==> src/rtl/rot_ctrl.sv <==
// rot_ctrl: rotation core sequencer between the register block and the DMA port.
//
// On a START rising edge the image configuration is latched and the source image
// is walked pixel by pixel in row-major order. Every pixel costs one DMA read from
// the source image followed by one DMA write to its rotated destination address.
//
// Ports:
//   I_ROTCTRL_CLK / I_ROTCTRL_RESET  clock, asynchronous active-high reset
//   I_ROTCTRL_START                  start request (rising edge only)
//   I_ROTCTRL_SRST                   synchronous soft reset
//   I_ROTCTRL_SRC_IMG/DST_IMG        source / destination byte base addresses
//   I_ROTCTRL_IMG_H/IMG_W            source height / width
//   I_ROTCTRL_MODE/DIR               rotation amount and direction
//   I_ROTCTRL_INTR_MASK/INTR_CLEAR   interrupt mask, status flag clear
//   I_ROTCTRL_DMA_ACK/DMA_RDATA      DMA accept strobe and read pixel
//   O_ROTCTRL_DMA_*                  DMA request, direction, address, write pixel
//   O_ROTCTRL_NEW_H/NEW_W            rotated dimensions
//   O_ROTCTRL_BUSY                   operation in progress
//   O_ROTCTRL_BEF_MASK/AFT_MASK      started / completed status flags
//   O_ROTCTRL_INTR                   registered interrupt
module rot_ctrl #(
  parameter int ADDR_W = 32,
  parameter int PIX_W  = 8,
  parameter int DIM_W  = 16
) (
  input  logic              I_ROTCTRL_CLK,
  input  logic              I_ROTCTRL_RESET,
  input  logic              I_ROTCTRL_START,
  input  logic              I_ROTCTRL_SRST,
  input  logic [ADDR_W-1:0] I_ROTCTRL_SRC_IMG,
  input  logic [ADDR_W-1:0] I_ROTCTRL_DST_IMG,
  input  logic [DIM_W-1:0]  I_ROTCTRL_IMG_H,
  input  logic [DIM_W-1:0]  I_ROTCTRL_IMG_W,
  input  logic [1:0]        I_ROTCTRL_MODE,
  input  logic              I_ROTCTRL_DIR,
  input  logic              I_ROTCTRL_INTR_MASK,
  input  logic              I_ROTCTRL_INTR_CLEAR,
  input  logic              I_ROTCTRL_DMA_ACK,
  input  logic [PIX_W-1:0]  I_ROTCTRL_DMA_RDATA,
  output logic              O_ROTCTRL_DMA_REQ,
  output logic              O_ROTCTRL_DMA_WR,
  output logic [ADDR_W-1:0] O_ROTCTRL_DMA_ADDR,
  output logic [PIX_W-1:0]  O_ROTCTRL_DMA_WDATA,
  output logic [DIM_W-1:0]  O_ROTCTRL_NEW_H,
  output logic [DIM_W-1:0]  O_ROTCTRL_NEW_W,
  output logic              O_ROTCTRL_BUSY,
  output logic              O_ROTCTRL_BEF_MASK,
  output logic              O_ROTCTRL_AFT_MASK,
  output logic              O_ROTCTRL_INTR
);

  localparam int BPP = PIX_W / 8;
  localparam logic [ADDR_W-1:0] BPP_A = ADDR_W'(BPP);
  localparam logic [ADDR_W-1:0] ONE_A = ADDR_W'(1);
  localparam logic [DIM_W-1:0]  ONE_D = DIM_W'(1);

  typedef enum logic [1:0] {S_IDLE, S_RD, S_WR, S_DONE} state_t;

  state_t            state_q, state_d;
  logic              start_prev_q, start_prev_d;
  logic [ADDR_W-1:0] src_q, src_d;
  logic [ADDR_W-1:0] dst_q, dst_d;
  logic [DIM_W-1:0]  h_q, h_d;
  logic [DIM_W-1:0]  w_q, w_d;
  logic [DIM_W-1:0]  r_q, r_d;
  logic [DIM_W-1:0]  c_q, c_d;
  logic [DIM_W-1:0]  new_h_q, new_h_d;
  logic [DIM_W-1:0]  new_w_q, new_w_d;
  logic [1:0]        rot_q, rot_d;
  logic [PIX_W-1:0]  pix_q, pix_d;
  logic              bef_q, bef_d;
  logic              aft_q, aft_d;
  logic              intr_q, intr_d;

  logic              start_rise;
  logic [1:0]        rot_in;
  logic              last_pix;
  logic [ADDR_W-1:0] rr, cc, hh, ww;
  logic [ADDR_W-1:0] src_off, dst_off, src_addr, dst_addr;

  // Zero-extend (or truncate) a dimension into address width so that all
  // offset arithmetic wraps modulo 2^ADDR_W.
  function automatic logic [ADDR_W-1:0] to_addr(input logic [DIM_W-1:0] v);
    return ADDR_W'(v);
  endfunction

  // Counter-clockwise turns are folded into clockwise quarter turns: -MODE mod 4.
  assign rot_in     = I_ROTCTRL_DIR ? (2'd0 - I_ROTCTRL_MODE) : I_ROTCTRL_MODE;
  assign start_rise = I_ROTCTRL_START & ~start_prev_q;
  assign last_pix   = (r_q == h_q - ONE_D) && (c_q == w_q - ONE_D);

  // Address generation from the current (r,c) and the latched geometry.
  always_comb begin
    rr      = to_addr(r_q);
    cc      = to_addr(c_q);
    hh      = to_addr(h_q);
    ww      = to_addr(w_q);
    src_off = rr * ww + cc;
    dst_off = '0;
    case (rot_q)
      2'd0:    dst_off = rr * ww + cc;
      2'd1:    dst_off = cc * hh + (hh - rr - ONE_A);
      2'd2:    dst_off = (hh - rr - ONE_A) * ww + (ww - cc - ONE_A);
      default: dst_off = (ww - cc - ONE_A) * hh + rr;
    endcase
    src_addr = src_q + src_off * BPP_A;
    dst_addr = dst_q + dst_off * BPP_A;
  end

  // Next-state and register update logic.
  always_comb begin
    state_d      = state_q;
    start_prev_d = I_ROTCTRL_START;
    src_d        = src_q;
    dst_d        = dst_q;
    h_d          = h_q;
    w_d          = w_q;
    r_d          = r_q;
    c_d          = c_q;
    new_h_d      = new_h_q;
    new_w_d      = new_w_q;
    rot_d        = rot_q;
    pix_d        = pix_q;
    bef_d        = bef_q;
    aft_d        = aft_q;
    intr_d       = ~I_ROTCTRL_INTR_MASK & (bef_q | aft_q);

    // Clear first so that a set event later in this block takes priority.
    if (I_ROTCTRL_INTR_CLEAR) begin
      bef_d = 1'b0;
      aft_d = 1'b0;
    end

    if (I_ROTCTRL_SRST) begin
      // Soft reset aborts the walk; any ACK in this cycle is dropped.
      state_d = S_IDLE;
      bef_d   = 1'b0;
      aft_d   = 1'b0;
    end else begin
      case (state_q)
        S_IDLE: begin
          if (start_rise) begin
            src_d   = I_ROTCTRL_SRC_IMG;
            dst_d   = I_ROTCTRL_DST_IMG;
            h_d     = I_ROTCTRL_IMG_H;
            w_d     = I_ROTCTRL_IMG_W;
            rot_d   = rot_in;
            r_d     = '0;
            c_d     = '0;
            new_h_d = rot_in[0] ? I_ROTCTRL_IMG_W : I_ROTCTRL_IMG_H;
            new_w_d = rot_in[0] ? I_ROTCTRL_IMG_H : I_ROTCTRL_IMG_W;
            bef_d   = 1'b1;
            aft_d   = 1'b0;
            if ((I_ROTCTRL_IMG_H == '0) || (I_ROTCTRL_IMG_W == '0)) begin
              state_d = S_DONE;
            end else begin
              state_d = S_RD;
            end
          end
        end
        S_RD: begin
          if (I_ROTCTRL_DMA_ACK) begin
            pix_d   = I_ROTCTRL_DMA_RDATA;
            state_d = S_WR;
          end
        end
        S_WR: begin
          if (I_ROTCTRL_DMA_ACK) begin
            if (last_pix) begin
              state_d = S_DONE;
            end else begin
              if (c_q == w_q - ONE_D) begin
                c_d = '0;
                r_d = r_q + ONE_D;
              end else begin
                c_d = c_q + ONE_D;
              end
              state_d = S_RD;
            end
          end
        end
        default: begin
          aft_d   = 1'b1;
          state_d = S_IDLE;
        end
      endcase
    end
  end

  always_ff @(posedge I_ROTCTRL_CLK or posedge I_ROTCTRL_RESET) begin
    if (I_ROTCTRL_RESET) begin
      state_q      <= S_IDLE;
      start_prev_q <= 1'b0;
      src_q        <= '0;
      dst_q        <= '0;
      h_q          <= '0;
      w_q          <= '0;
      r_q          <= '0;
      c_q          <= '0;
      new_h_q      <= '0;
      new_w_q      <= '0;
      rot_q        <= '0;
      pix_q        <= '0;
      bef_q        <= 1'b0;
      aft_q        <= 1'b0;
      intr_q       <= 1'b0;
    end else begin
      state_q      <= state_d;
      start_prev_q <= start_prev_d;
      src_q        <= src_d;
      dst_q        <= dst_d;
      h_q          <= h_d;
      w_q          <= w_d;
      r_q          <= r_d;
      c_q          <= c_d;
      new_h_q      <= new_h_d;
      new_w_q      <= new_w_d;
      rot_q        <= rot_d;
      pix_q        <= pix_d;
      bef_q        <= bef_d;
      aft_q        <= aft_d;
      intr_q       <= intr_d;
    end
  end

  // DMA request fields depend on the state only, so they stay stable until ACK.
  assign O_ROTCTRL_DMA_REQ   = (state_q == S_RD) || (state_q == S_WR);
  assign O_ROTCTRL_DMA_WR    = (state_q == S_WR);
  assign O_ROTCTRL_DMA_ADDR  = (state_q == S_RD) ? src_addr :
                               (state_q == S_WR) ? dst_addr : '0;
  assign O_ROTCTRL_DMA_WDATA = (state_q == S_WR) ? pix_q : '0;
  assign O_ROTCTRL_NEW_H     = new_h_q;
  assign O_ROTCTRL_NEW_W     = new_w_q;
  assign O_ROTCTRL_BUSY      = (state_q != S_IDLE);
  assign O_ROTCTRL_BEF_MASK  = bef_q;
  assign O_ROTCTRL_AFT_MASK  = aft_q;
  assign O_ROTCTRL_INTR      = intr_q;

endmodule

==> config.mk <==
export PLATFORM = sky130hd
export DESIGN_NAME = rot_ctrl
export DESIGN_NICKNAME = d
export VERILOG_FILES = /design/src/rtl/rot_ctrl.sv
export SDC_FILE = /design/constraint.sdc
export NUM_CORES = 2
export LEC_CHECK = 0
export CAP_MARGIN = 20
export CELL_PAD_IN_SITES_DETAIL_PLACEMENT = 1
export CELL_PAD_IN_SITES_GLOBAL_PLACEMENT = 1
export CORE_UTILIZATION = 45
export CTS_CLUSTER_SIZE = 8
export DETAILED_ROUTE_END_ITERATION = 16
export PLACE_DENSITY_LB_ADDON = 0.15
export SYNTH_ARGS = -nofsm -noshare
export SYNTH_HDL_FRONTEND = slang
export SYNTH_SLANG_ARGS = --single-unit
==> constraint.sdc <==
create_clock -name I_ROTCTRL_CLK -period 13.24 [get_ports I_ROTCTRL_CLK]
set_input_delay 2.648 -clock I_ROTCTRL_CLK [delete_from_list [all_inputs] [get_ports I_ROTCTRL_CLK]]
set_output_delay 2.648 -clock I_ROTCTRL_CLK [all_outputs]
set_load 0.03 [all_outputs]
== Word-level counts from Yosys, hierarchy flattened ==
Cells that the tools add are included.
Word-level totals
  bits in registers: 176
  input bits: 114
  output and inout bits: 78
Operators by class
  add/sub/neg operators: 15
  multiply operators: 4
  equality and inequality tests: 13
  multiplexer cells: 31
  bitwise operators: 6
  reductions and logical operators: 15
Operators with widths (number)
  $mux 16: 9
  $add 32x32->32: 4
  $pmux 32 s3: 1
  $add 32x16->32: 2
  $mul 16x16->32: 2
  $mul 18x17->32: 2
  $mux 32: 2
  $pmux 16 s2: 2
  $sub 17x2->18 const B: 2
  $sub 16x16->17: 2
  $add 16x1->16 const B: 2
  $eq 16x16->1: 2
  $logic_not 16->1: 2
  $sub 16x1->16 const B: 2
  $mux 2: 7
  $ne 3x3->1 const B: 3
  $reduce_and 3->1: 3
  $mux 8: 1
  $mux 1: 7
  $ne 2x2->1 const B: 3
  $pmux 2 s3: 1
  $reduce_and 6->1: 1
  $reduce_and 5->1: 1
  $eq 2x1->1 const B: 2
  other kinds (12): 19

== Longest topological paths before layout ==
  depth after elaboration: 8
  mapped depth: 51
  mapped depth without buffers: 49

== Worst setup path after synthesis ==
No wires, ideal clock.
  kind: register -> output
  start: register w_q[0]
  end: output port O_ROTCTRL_DMA_ADDR[26]
  arrival time: 10.989 ns
  data required time: 10.592 ns
  setup slack: -0.397 ns
  stages on the path, launching flop included: 42
  path buffers: 1
  cells stage by stage: dfrtp_1 -> inv_1 -> ha_1 -> inv_1 -> fa_1 -> a21o_1 -> a21oi_1 -> xor2_1 -> o211ai_1 -> or4_1 -> nand3b_4 -> or3b_2 -> xnor2_1 -> clkbuf_1 -> nand2_1 -> fa_1 -> inv_1 -> fa_1 -> [... 6 more ...] -> ha_1 -> and3_1 -> nand3_1 -> a2111o_1 -> o211ai_1 -> a21oi_1 -> xnor2_1 -> mux4_2 -> ha_1 -> nand4_1 -> a21oi_1 -> nor3_1 -> o41ai_1 -> a21oi_1 -> o21bai_1 -> xor2_1 -> nand2_1 -> o21ai_0
On the way
  word-level cells in the longest chain between the ends: 8
  elaborated cells between the ends (all ways): 13
  those cells by class: 7 x add/sub; 3 x mul; 3 x mux
Ends and longest elaborated chain
  start: declaration: RTL line 64  | logic [DIM_W-1:0] w_q, w_d;
  start signal: assignment: RTL line 213  | w_q <= w_d;
  $sub 16x16->17: RTL line 103, 104
  $sub 17x2->18: RTL line 103, 104
  $mul 18x17->32: RTL line 104  | default: dst_off = (ww - cc - ONE_A) * hh + rr;
  $add 32x16->32: RTL line 104
  $pmux 32 s3: RTL line 100  | case (rot_q)
  $add 32x32->32: RTL line 107  | dst_addr = dst_q + dst_off * BPP_A;
  $mux 32: RTL line 230  | (state_q == S_WR) ? dst_addr : '0;
  $mux 32 (*): RTL line 229  | assign O_ROTCTRL_DMA_ADDR = (state_q == S_RD) ? src_addr :
  end: declaration: RTL line 42  | output logic [ADDR_W-1:0] O_ROTCTRL_DMA_ADDR,
Every way passes the cells marked *; elsewhere a longest branch is shown, timed or not.

== Final worst setup path ==
  start: register w_q[0]
  end: output port O_ROTCTRL_DMA_ADDR[30]
Same word-level chain as after synthesis.

==> run metrics <==
Die W=347 µm; count leader, synth=inv_1; Setup CP Type=reg -> out; Slew Viols, Final=0; Overflow after GRT=0; clk root buf=clkbuf_16; Hold Path Class=reg -> reg; Unique masters post-synth=98; simple-gate portion of the synthesized area=0.151; clk sinks=176; DR iter-0 viols=2,743; CTS clk-pin slew, worst paths=0.08 ns; mean routed wirelength per cell=24.6 µm; Setup-failing EPs final=13; pre-CTS setup slack=-0.679 ns; Detailed Place HPWL=160,000 µm; CTS tree=built; area of the core=118,000 µm²; Mapped Area=53,600 µm²; IO Pins=192; fin cells=7,978; Post-Synth Adder-Cell Area=0.490; type of origin of the critical path=flip-flop; Post-Place Cells=7,899; fillers=13,624; Die Y=347 µm; vias after detailed routing=44,160; post-synthesis async set-or-reset flop share=1.00; Gate Count Post-Synth=6,024; fmax=71.4 MHz; drt total wl=197,000 µm; post-route clock skew=0.0232 ns; largest family of logic cells by synthesized area=adder cells; XOR/XNOR Fraction of Synth Area=0.0513; Main synth FF type=dfrtp_1; Final min period=14.01 ns; post-synthesis mux area share=0.0376; port buffer count=191; Clk Latency, worst-skew pair=0.54 ns; number of flops mapped to enable cells by yosys=0; area fraction in compound gates after synthesis=0.0762; CTS max path bufs=2; htree depth=4; DRC errors left=0; CP most frequent cell=fa_1; Critical Path AT=11.36 ns; share of layout cells above drive strength 1=0.131; RSZ-0062 raised after global routing=yes; vias in the first global route=48,411; synth top area cells=fa_1 (38%), ha_1 (11%), inv_1 (9.2%), dfrtp_1 (8.2%), nand2_1 (5.0%); area grow syn2layout=15.4%; Yosys warning count=0; DR vias/cell=5.54; global-route wire length before repair=298,000 µm; worst-margin pin slew=1.09 ns; Post-CTS Hold Fix Bufs=0; cell accounting for the most synthesized area=fa_1; die area=121,000 µm²; nets=8,033; Worst EP required=10.59 ns; Antenna Violating Nets Remaining=0; Max-Cap Viols=0; initial antenna violation count=9; synthesized netlist net count=7,632; area share of the largest cell type after synthesis=0.378; Total GRT Usage=0.331; routability cong.=0.965; largest net degree at the start of global routing=92; CP endpoint kind=primary output; max incr delay on CP=0.59 ns; failing checks=setup timing; Num CTS Buffers=17; drt first pass iters=5; Initial Util=0.454; status=finished, violations left; Site Rows=126; Final WS setup=-0.770 ns; Fin Setup TNS=-6.29 ns; average cell area after synthesis=8.90 µm²; Rel. slew slack=0.272; FF+latch count, synth=176; sequential area share after synthesis=0.0821; Hold Fails Final Rpt=0; Max FO, Critical Path=3; period utilization=1.06; Slowest-stage cell, CP=fa_1; Post-synth top cells=inv_1 (1,309), fa_1 (1,013), nand2_1 (717)
[metrics by stage]
| step | instance area [µm²] | hold slack, ns | util |
|---|---|---|---|
| floorplan | 53700 | 0.471 | - |
| global placement | 59900 | 0.478 | 0.507 |
| detailed placement | 59900 | 0.489 | 0.507 |
| CTS | 61200 | 0.508 | 0.518 |
| global route | 61900 | 0.524 | 0.524 |
| finish | 61900 | 0.505 | 0.524 |
[cell type report]
type / count / area (µm²) / area share
Antenna cell: 4 / 10.0 / 0.000162
Inverter: 1309 / 4920 / 0.0796
Sequential cell: 176 / 4410 / 0.0712
Clock inverter: 15 / 186 / 0.00301
Tap cell: 1536 / 1920 / 0.0311
Timing Repair Buffer: 658 / 5800 / 0.0938
Clock buffer: 17 / 425 / 0.00688
Multi-Input combinational cell: 4263 / 44200 / 0.714
[cells in the final DEF, fill, tap and decap left out, drive strengths merged, types with 23 or more instances in the layout]
cell           Yosys  layout
inv             1309    1317
fa              1013    1013
nand2            718     718
buf               38     489
ha               481     481
and2             424     424
nor2             226     226
xnor2            214     214
a21oi            210     210
dfrtp            176     176
clkdlybuf4s50      0     169
o21ai            130     130
mux2              98      98
xor2              94      94
a21o              79      79
nor3              47      47
nor2b             45      45
nand3             39      39
mux2i             37      37
o21a              33      33
o21bai            32      32
nand2b            27      27
nor4              26      26
nand4             25      25
mux4              24      24
a22o              23      23
[per-layer routing]
layer	GRT usage	part of all wire	up-vias
li1	-	-	19195
met1	0.427	0.41	23241
met2	0.532	0.46	1358
met3	0.0564	0.066	360
met4	0.174	0.061	6
met5	0	0.00020	-
[flip-flops by register name, indices dropped and copies added, names as in the netlist]
| name | count |
|---|---|
| O_ROTCTRL_AFT_MASK | 1 |
| O_ROTCTRL_BEF_MASK | 1 |
| O_ROTCTRL_INTR | 1 |
| O_ROTCTRL_NEW_H | 16 |
| O_ROTCTRL_NEW_W | 16 |
| c_q | 16 |
| dst_q | 32 |
| h_q | 16 |
| pix_q | 8 |
| r_q | 16 |
| rot_q | 2 |
| src_q | 32 |
| start_prev_q | 1 |
| state_q | 2 |
| w_q | 16 |
[final timing paths]
kind                                          end       startpoint  slack [ns]  cells after the start
setup / recovery           O_ROTCTRL_DMA_ADDR[30]           w_q[0]       -0.77                     46
hold / removal                           pix_q[6]         pix_q[6]        0.51                      1
setup reg to reg                          r_q[14]           w_q[1]        7.04                     18
hold reg to reg                          pix_q[6]         pix_q[6]        0.51                      1
max in group asynchronous                  w_q[9]  I_ROTCTRL_RESET        8.46                      4
min in group asynchronous               src_q[19]  I_ROTCTRL_RESET        2.55                      2
[cells by family (layout without fill, tap and decap cells)]
kind of cell | after synthesis | count (layout)
adder cells (fa/ha/maj) | 1494 | 1494
other | 0 | 4
XOR/XNOR | 310 | 310
multiplexers | 159 | 159
AND/OR/NAND/NOR | 1662 | 1662
buffers and inverters | 1585 | 1999
AO/OA/AOI/OAI | 638 | 638
flip-flops | 176 | 176
[worst max-delay path: cells and delay by family (launching register included)]
family                   cells  cell delay [ns]
XOR/XNOR                     4             0.66
flip-flops                   1             0.40
AO/OA/AOI/OAI               14             2.95
buffers and inverters        9             0.72
multiplexers                 1             0.52
adder cells (fa/ha/maj)     10             4.08
AND/OR/NAND/NOR              8             1.50
[what timing repair did]
| item | CTS | global route |
|---|---|---|
| setup endpoints to repair | 15 | 17 |
| pin swaps | 80 | 54 |
| resized for setup | 102 | 105 |
| setup buffers | 22 | 28 |
Power is left out: the tool's default activity adds up to more than one toggle a clock period on the data nets, which glitch-free logic cannot reach.
